--- config.mk ---
export PLATFORM = sky130hd
export DESIGN_NAME = multicycle_seq_ctrl
export DESIGN_NICKNAME = d
export VERILOG_FILES = /design/src/rtl/core_ctrl_pkg.sv /design/src/rtl/mem_wait_timer.sv /design/src/rtl/multicycle_seq_ctrl.sv
export SDC_FILE = /design/constraint.sdc
export NUM_CORES = 1
export LEC_CHECK = 0
export ABC_CLOCK_PERIOD_IN_PS = 2800
export BUFFER_PORTS_ARGS = -buffer_cell sky130_fd_sc_hd__buf_4
export CORE_AREA = 2 2 39 41
export CTS_CLUSTER_DIAMETER = 80
export DETAILED_ROUTE_END_ITERATION = 12
export DIE_AREA = 0 0 41 43
export PLACE_DENSITY = 0.74
export SYNTH_ARGS = -nofsm -noshare
export SYNTH_HDL_FRONTEND = slang
export SYNTH_HIERARCHICAL = 1
export SYNTH_SLANG_ARGS = --single-unit
--- constraint.sdc ---
create_clock -name clk -period 2.8 [get_ports clk]
set_input_delay 0.56 -clock clk [delete_from_list [all_inputs] [get_ports clk]]
set_output_delay 0.56 -clock clk [all_outputs]
set_load 0.01 [all_outputs]
--- src/rtl/core_ctrl_pkg.sv ---
// Shared control-unit definitions for the 5-stage core.
//  MODE_ARITH / OP_SORT : decode constants identifying a SORT in ID
//  seq_state_t          : sequencer state (IDLE, SORT2)
package core_ctrl_pkg;

  localparam logic [1:0] MODE_ARITH = 2'b00;
  localparam logic [3:0] OP_SORT    = 4'b0011;

  typedef enum logic [0:0] {
    IDLE  = 1'b0,
    SORT2 = 1'b1
  } seq_state_t;

endpackage

--- src/rtl/mem_wait_timer.sv ---
// SRAM wait-state timer. Counts consecutive stalled MEM cycles and raises a sticky
// timeout flag, after which the stall is suppressed so the pipeline can drain.
//  clk, rst    : clock, asynchronous active-high reset
//  mem_access  : MEM stage performs a load/store
//  sram_ready  : SRAM completes the access this cycle
//  mem_stall   : pipeline must wait on the SRAM this cycle
//  mem_error   : sticky timeout flag, cleared only by rst
module mem_wait_timer #(
  parameter int unsigned MEM_TIMEOUT = 255,
  parameter int unsigned TO_W        = 8
) (
  input  logic clk,
  input  logic rst,
  input  logic mem_access,
  input  logic sram_ready,
  output logic mem_stall,
  output logic mem_error
);

  localparam logic [TO_W-1:0] LastWait = TO_W'(MEM_TIMEOUT - 1);

  logic [TO_W-1:0] wait_cnt_q;
  logic            mem_error_q;

  assign mem_stall = mem_access & ~sram_ready & ~mem_error_q;
  assign mem_error = mem_error_q;

  always_ff @(posedge clk or posedge rst) begin
    if (rst) begin
      wait_cnt_q  <= '0;
      mem_error_q <= 1'b0;
    end else if (mem_stall) begin
      // Final permitted stall cycle: flag the error, which drops mem_stall next cycle.
      if (wait_cnt_q == LastWait) begin
        mem_error_q <= 1'b1;
      end else begin
        wait_cnt_q <= wait_cnt_q + 1'b1;
      end
    end else begin
      wait_cnt_q <= '0;
    end
  end

endmodule

--- src/rtl/multicycle_seq_ctrl.sv ---
// Pipeline sequencer beside the ID-stage control unit. Issues SORT to EXE as two halves
// (sort_cycle_count 0 then 1) and arbitrates freeze/bubble/flush for SRAM waits, taken
// branches and RAW hazards. Priority: mem_stall > branch_taken > hazard > SORT.
//  Inputs : clk, rst (async, active high), id_valid, id_mode, id_op_code, hazard,
//           branch_taken, mem_access, sram_ready
//  Outputs: sort_cycle_count, freeze_pc, freeze_if_id, bubble_id_exe, flush_if_id,
//           freeze_all, mem_error
//  Optional macro SEQ_STATS_EN adds saturating counters stall_cycles and sort_count.
module multicycle_seq_ctrl
  import core_ctrl_pkg::*;
#(
  parameter int unsigned MEM_TIMEOUT = 255,
  parameter int unsigned TO_W        = 8
`ifdef SEQ_STATS_EN
  ,
  parameter int unsigned STAT_W      = 32
`endif
) (
  input  logic             clk,
  input  logic             rst,
  input  logic             id_valid,
  input  logic [1:0]       id_mode,
  input  logic [3:0]       id_op_code,
  input  logic             hazard,
  input  logic             branch_taken,
  input  logic             mem_access,
  input  logic             sram_ready,
  output logic             sort_cycle_count,
  output logic             freeze_pc,
  output logic             freeze_if_id,
  output logic             bubble_id_exe,
  output logic             flush_if_id,
  output logic             freeze_all,
  output logic             mem_error
`ifdef SEQ_STATS_EN
  ,
  output logic [STAT_W-1:0] stall_cycles,
  output logic [STAT_W-1:0] sort_count
`endif
);

  seq_state_t state_q, state_d;
  logic       sort_id;
  logic       mem_stall;

  assign sort_id = id_valid & (id_mode == MODE_ARITH) & (id_op_code == OP_SORT);

  mem_wait_timer #(
    .MEM_TIMEOUT(MEM_TIMEOUT),
    .TO_W       (TO_W)
  ) u_mem_wait_timer (
    .clk       (clk),
    .rst       (rst),
    .mem_access(mem_access),
    .sram_ready(sram_ready),
    .mem_stall (mem_stall),
    .mem_error (mem_error)
  );

  always_ff @(posedge clk or posedge rst) begin
    if (rst) begin
      state_q <= IDLE;
    end else begin
      state_q <= state_d;
    end
  end

  // Registered only: no input-to-output path.
  assign sort_cycle_count = (state_q == SORT2);

  always_comb begin
    state_d       = state_q;
    freeze_pc     = 1'b0;
    freeze_if_id  = 1'b0;
    bubble_id_exe = 1'b0;
    flush_if_id   = 1'b0;
    freeze_all    = 1'b0;
    if (rst) begin
      // Outputs held quiet while reset is asserted.
    end else if (mem_stall) begin
      freeze_all   = 1'b1;
      freeze_pc    = 1'b1;
      freeze_if_id = 1'b1;
    end else if (branch_taken) begin
      flush_if_id   = 1'b1;
      bubble_id_exe = 1'b1;
      state_d       = IDLE;
    end else if (hazard) begin
      // State holds so a stalled second half re-issues as the second half.
      freeze_pc     = 1'b1;
      freeze_if_id  = 1'b1;
      bubble_id_exe = 1'b1;
    end else begin
      unique case (state_q)
        IDLE: begin
          if (sort_id) begin
            freeze_pc    = 1'b1;
            freeze_if_id = 1'b1;
            state_d      = SORT2;
          end
        end
        SORT2: begin
          state_d = IDLE;
        end
        default: state_d = IDLE;
      endcase
    end
  end

`ifdef SEQ_STATS_EN
  logic sort_done;
  assign sort_done = (state_q == SORT2) & ~mem_stall & ~branch_taken & ~hazard;

  always_ff @(posedge clk or posedge rst) begin
    if (rst) begin
      stall_cycles <= '0;
      sort_count   <= '0;
    end else begin
      if (freeze_pc && (stall_cycles != '1)) begin
        stall_cycles <= stall_cycles + 1'b1;
      end
      if (sort_done && (sort_count != '1)) begin
        sort_count <= sort_count + 1'b1;
      end
    end
  end
`endif

endmodule

==> metrics.yaml <==
critical_path:
  crit_start: "mem_access"
  reg2regPathDepth: 5
  crit_required_ns: 2.24
  ff2ff_setup_slack_ns: 1.22
  startpoint_type: "input port"
  crit_family: "buffers and inverters"
  critPathSlowestCell: "clkinv_1"
  slowest_delay_ns: 0.26
  crit_fanout: 14
  reg2reg_from: "u_mem_wait_timer/wait_cnt_q[0]"
  crit_type: "input port to primary output"
  cpMostUsedCell: "buf_4"
  endpoint: "freeze_pc"
  cp_cell_sequence: "buf_4, or3b_4, clkinv_1, o21ai_0, o31ai_1, buf_4"
  endpoint_kind: "primary output"
  critPathBufInv: 3
  r2r_end: "u_mem_wait_timer/wait_cnt_q[7]"
  arrival_ns: 1.71
  cp.depth: 6
drt:
  wl_met3_um: 141
  first_pass_iters: 4
  wl_um: 1370
  met1_length_um: 538
  via_per_inst: 5.93
  ant_nets: 0
  met2WireLength_um: 681
  drt_iter0_drc: 24
  top_layer_used: "met4"
  num_vias: 617
  wl_per_cell_um: 13.2
  drc: 0
timing:
  setup_viol: 0
  fin_worst_skew_ns: 0.00277
  max_freq_mhz: 441
  min_period_ns: 2.27
  fin_setup_tns_ns: 0
  period_share: 0.811
  finalMaxSlewViolations: 0
  tightest_slew_ns: 0.342
  hold_slack_ns: 0.178
  rsz0062_at_grt: "false"
  timing.slew.headroom: 0.772
  hold_violations: 0
die:
  rows: 14
  die-area_um2: 1760
  initial_core_util: 0.442
  chipHeight_um: 43
  core-area_um2: 1380
  die-width_um: 41
  io_pins: 20
hold_path:
  hp-class: "input port to asynchronous set/reset pin"
clock_network:
  cts_resized: 0
  path_clk_slew_ns: 0.06
  insertion_delay_ns: 0.26
  cts_setup_buffers: 0
  cts_tree: "yes"
  clockBufferDepth: 2
  cts-root-buf: "clkbuf_4"
  cts_max_level: 1
  clock_sinks: 10
  cts_inserted_buffers: 3
  hold_buffers: 0
synthesis:
  postSynthAreaPerCell_um2: 9.13
  synth_seq_area_share: 0.409
  yosys_warnings: 6
  synth_top_family_by_area: "simple AND/OR/NAND/NOR gates"
  syn_inst: 67
  muxShareOfSynthArea: 0.0327
  synth_compound_area_frac: 0.192
  synth_fa_ha_area_frac: 0.0409
  syn_nets: 82
  synthSimpleGateAreaFrac: 0.268
  ys_ff_latch: 10
  synth_xor_area_frac: 0
  synth_area_um2: 612
  ys_types: 30
power_and_ir_drop:
  p_int_mw: 0.247
  power_frac_seq: 0.469
  ir_drop_v: 0.000241
  leakagePower_nw: 0.374
  clkPwrFrac: 0.400
  design_power_total_mw: 0.315
  p_comb_frac: 0.131
  switchingPower_mw: 0.0682
  p_per_area_nw_per_um2: 395
  p_sw_frac: 0.216
flow_run:
  maxCapViolCount: 0
finish:
  final_nets: 104
  fillers: 131
  final_cell_mix: "buf_4, dfrtp_1, inv_1, nand2_1"
  drive_gt1_frac: 0.284
  final_common_cell: "buf_4"
  fin_cells: 104
  synthToLayoutAreaGrowth_pct: 30.5
  antenna_cells: 0
global_routing:
  grt_overflow_total: 0
  grt_pass1_wl_um: 2250
  antenna_found_initial: 0
  grtUsageTotal: 0.194
  grt_pass1_vias: 548
  grt_start_max_net_pins: 15
placement:
  post-dp-hpwl_um: 1100
  dp_cells: 100
  io_buffers: 19
  place_congestion: 0.911
status:
  status: "finished, final reports clean"
-- cell type report --
class                      count  area [µm²]  area share
clock buffer                   4        36.3      0.0455
inverter                       6        22.5      0.0282
multi-input combinational     49         327       0.409
sequential                    10         250       0.313
tap                           16        20.0      0.0251
timing repair buffer          19         143       0.179
-- how the worst min path moves through the flow --
stage                     start          endpoint  slack (ns)  cells past startpoint
after floorplan             rst  sort_cycle_count        0.29                      1
after global placement      rst  sort_cycle_count        0.45                      2
after detailed placement    rst  sort_cycle_count        0.46                      2
after CTS                   rst  sort_cycle_count        0.16                      2
after global routing        rst  sort_cycle_count        0.17                      2
final                       rst  sort_cycle_count        0.18                      2
-- synth_stat cells --
cell type,instances,area [µm²]
a211oi_1,3,22.5
a21oi_1,1,5.00
a31oi_1,2,12.5
a41o_2,1,11.3
and3_1,2,12.5
and4_1,1,8.76
buf_2,1,5.00
buf_4,1,7.51
clkinv_1,1,3.75
dfrtp_1,10,250
ha_1,2,25.0
inv_1,5,18.8
mux2i_1,2,20.0
nand2_1,5,18.8
nand2b_1,2,12.5
nand3_1,2,10.0
nand4_1,3,18.8
nor2_1,2,7.51
nor2b_1,2,12.5
nor3_1,4,20.0
nor3b_1,1,7.51
nor4b_1,1,8.76
o2111ai_1,1,8.76
o21ai_0,4,20.0
o21ai_1,1,5.00
o311ai_0,1,8.76
o31ai_1,2,15.0
o41ai_1,1,8.76
or3b_4,1,11.3
or4_1,2,15.0
-- stage by stage --
step / area (µm²) / util / setup slack, ns
floorplan: 612 / - / 0.662
global placement: 762 / 0.551 / 0.569
detailed placement: 762 / 0.551 / 0.513
CTS: 798 / 0.577 / 0.513
global route: 798 / 0.577 / 0.415
finish: 798 / 0.577 / 0.530
-- power by group through the flow --
stage,logic (mW),clock network (mW),registers [mW]
CTS,0.0421,0.133,0.148
global placement,0.0403,0,0.150
finish,0.0412,0.126,0.148
detailed placement,0.0420,0,0.150
global route,0.0467,0.141,0.148
floorplan,0.0186,0,0.150
-- kinds of logic (layout without fill, tap and decap cells) --
group           after synthesis  in the layout
simple gates                 28             28
buf+inv                       8             29
fa+ha+maj                     2              2
compound gates               17             17
flops                        10             10
mux                           2              2
-- metal layers --
metal | vias up | GRT usage
met5 | - | 0
met4 | 0 | 0.100
met3 | 2 | 0.0524
met2 | 35 | 0.319
met1 | 280 | 0.215
li1 | 300 | -
-- state kept, by name (all words and copies together), names as in the netlist --
signal                       count
sort_cycle_count                 1
u_mem_wait_timer/mem_error       1
u_mem_wait_timer/wait_cnt_q      8
(Power assumes the default switching activity.)
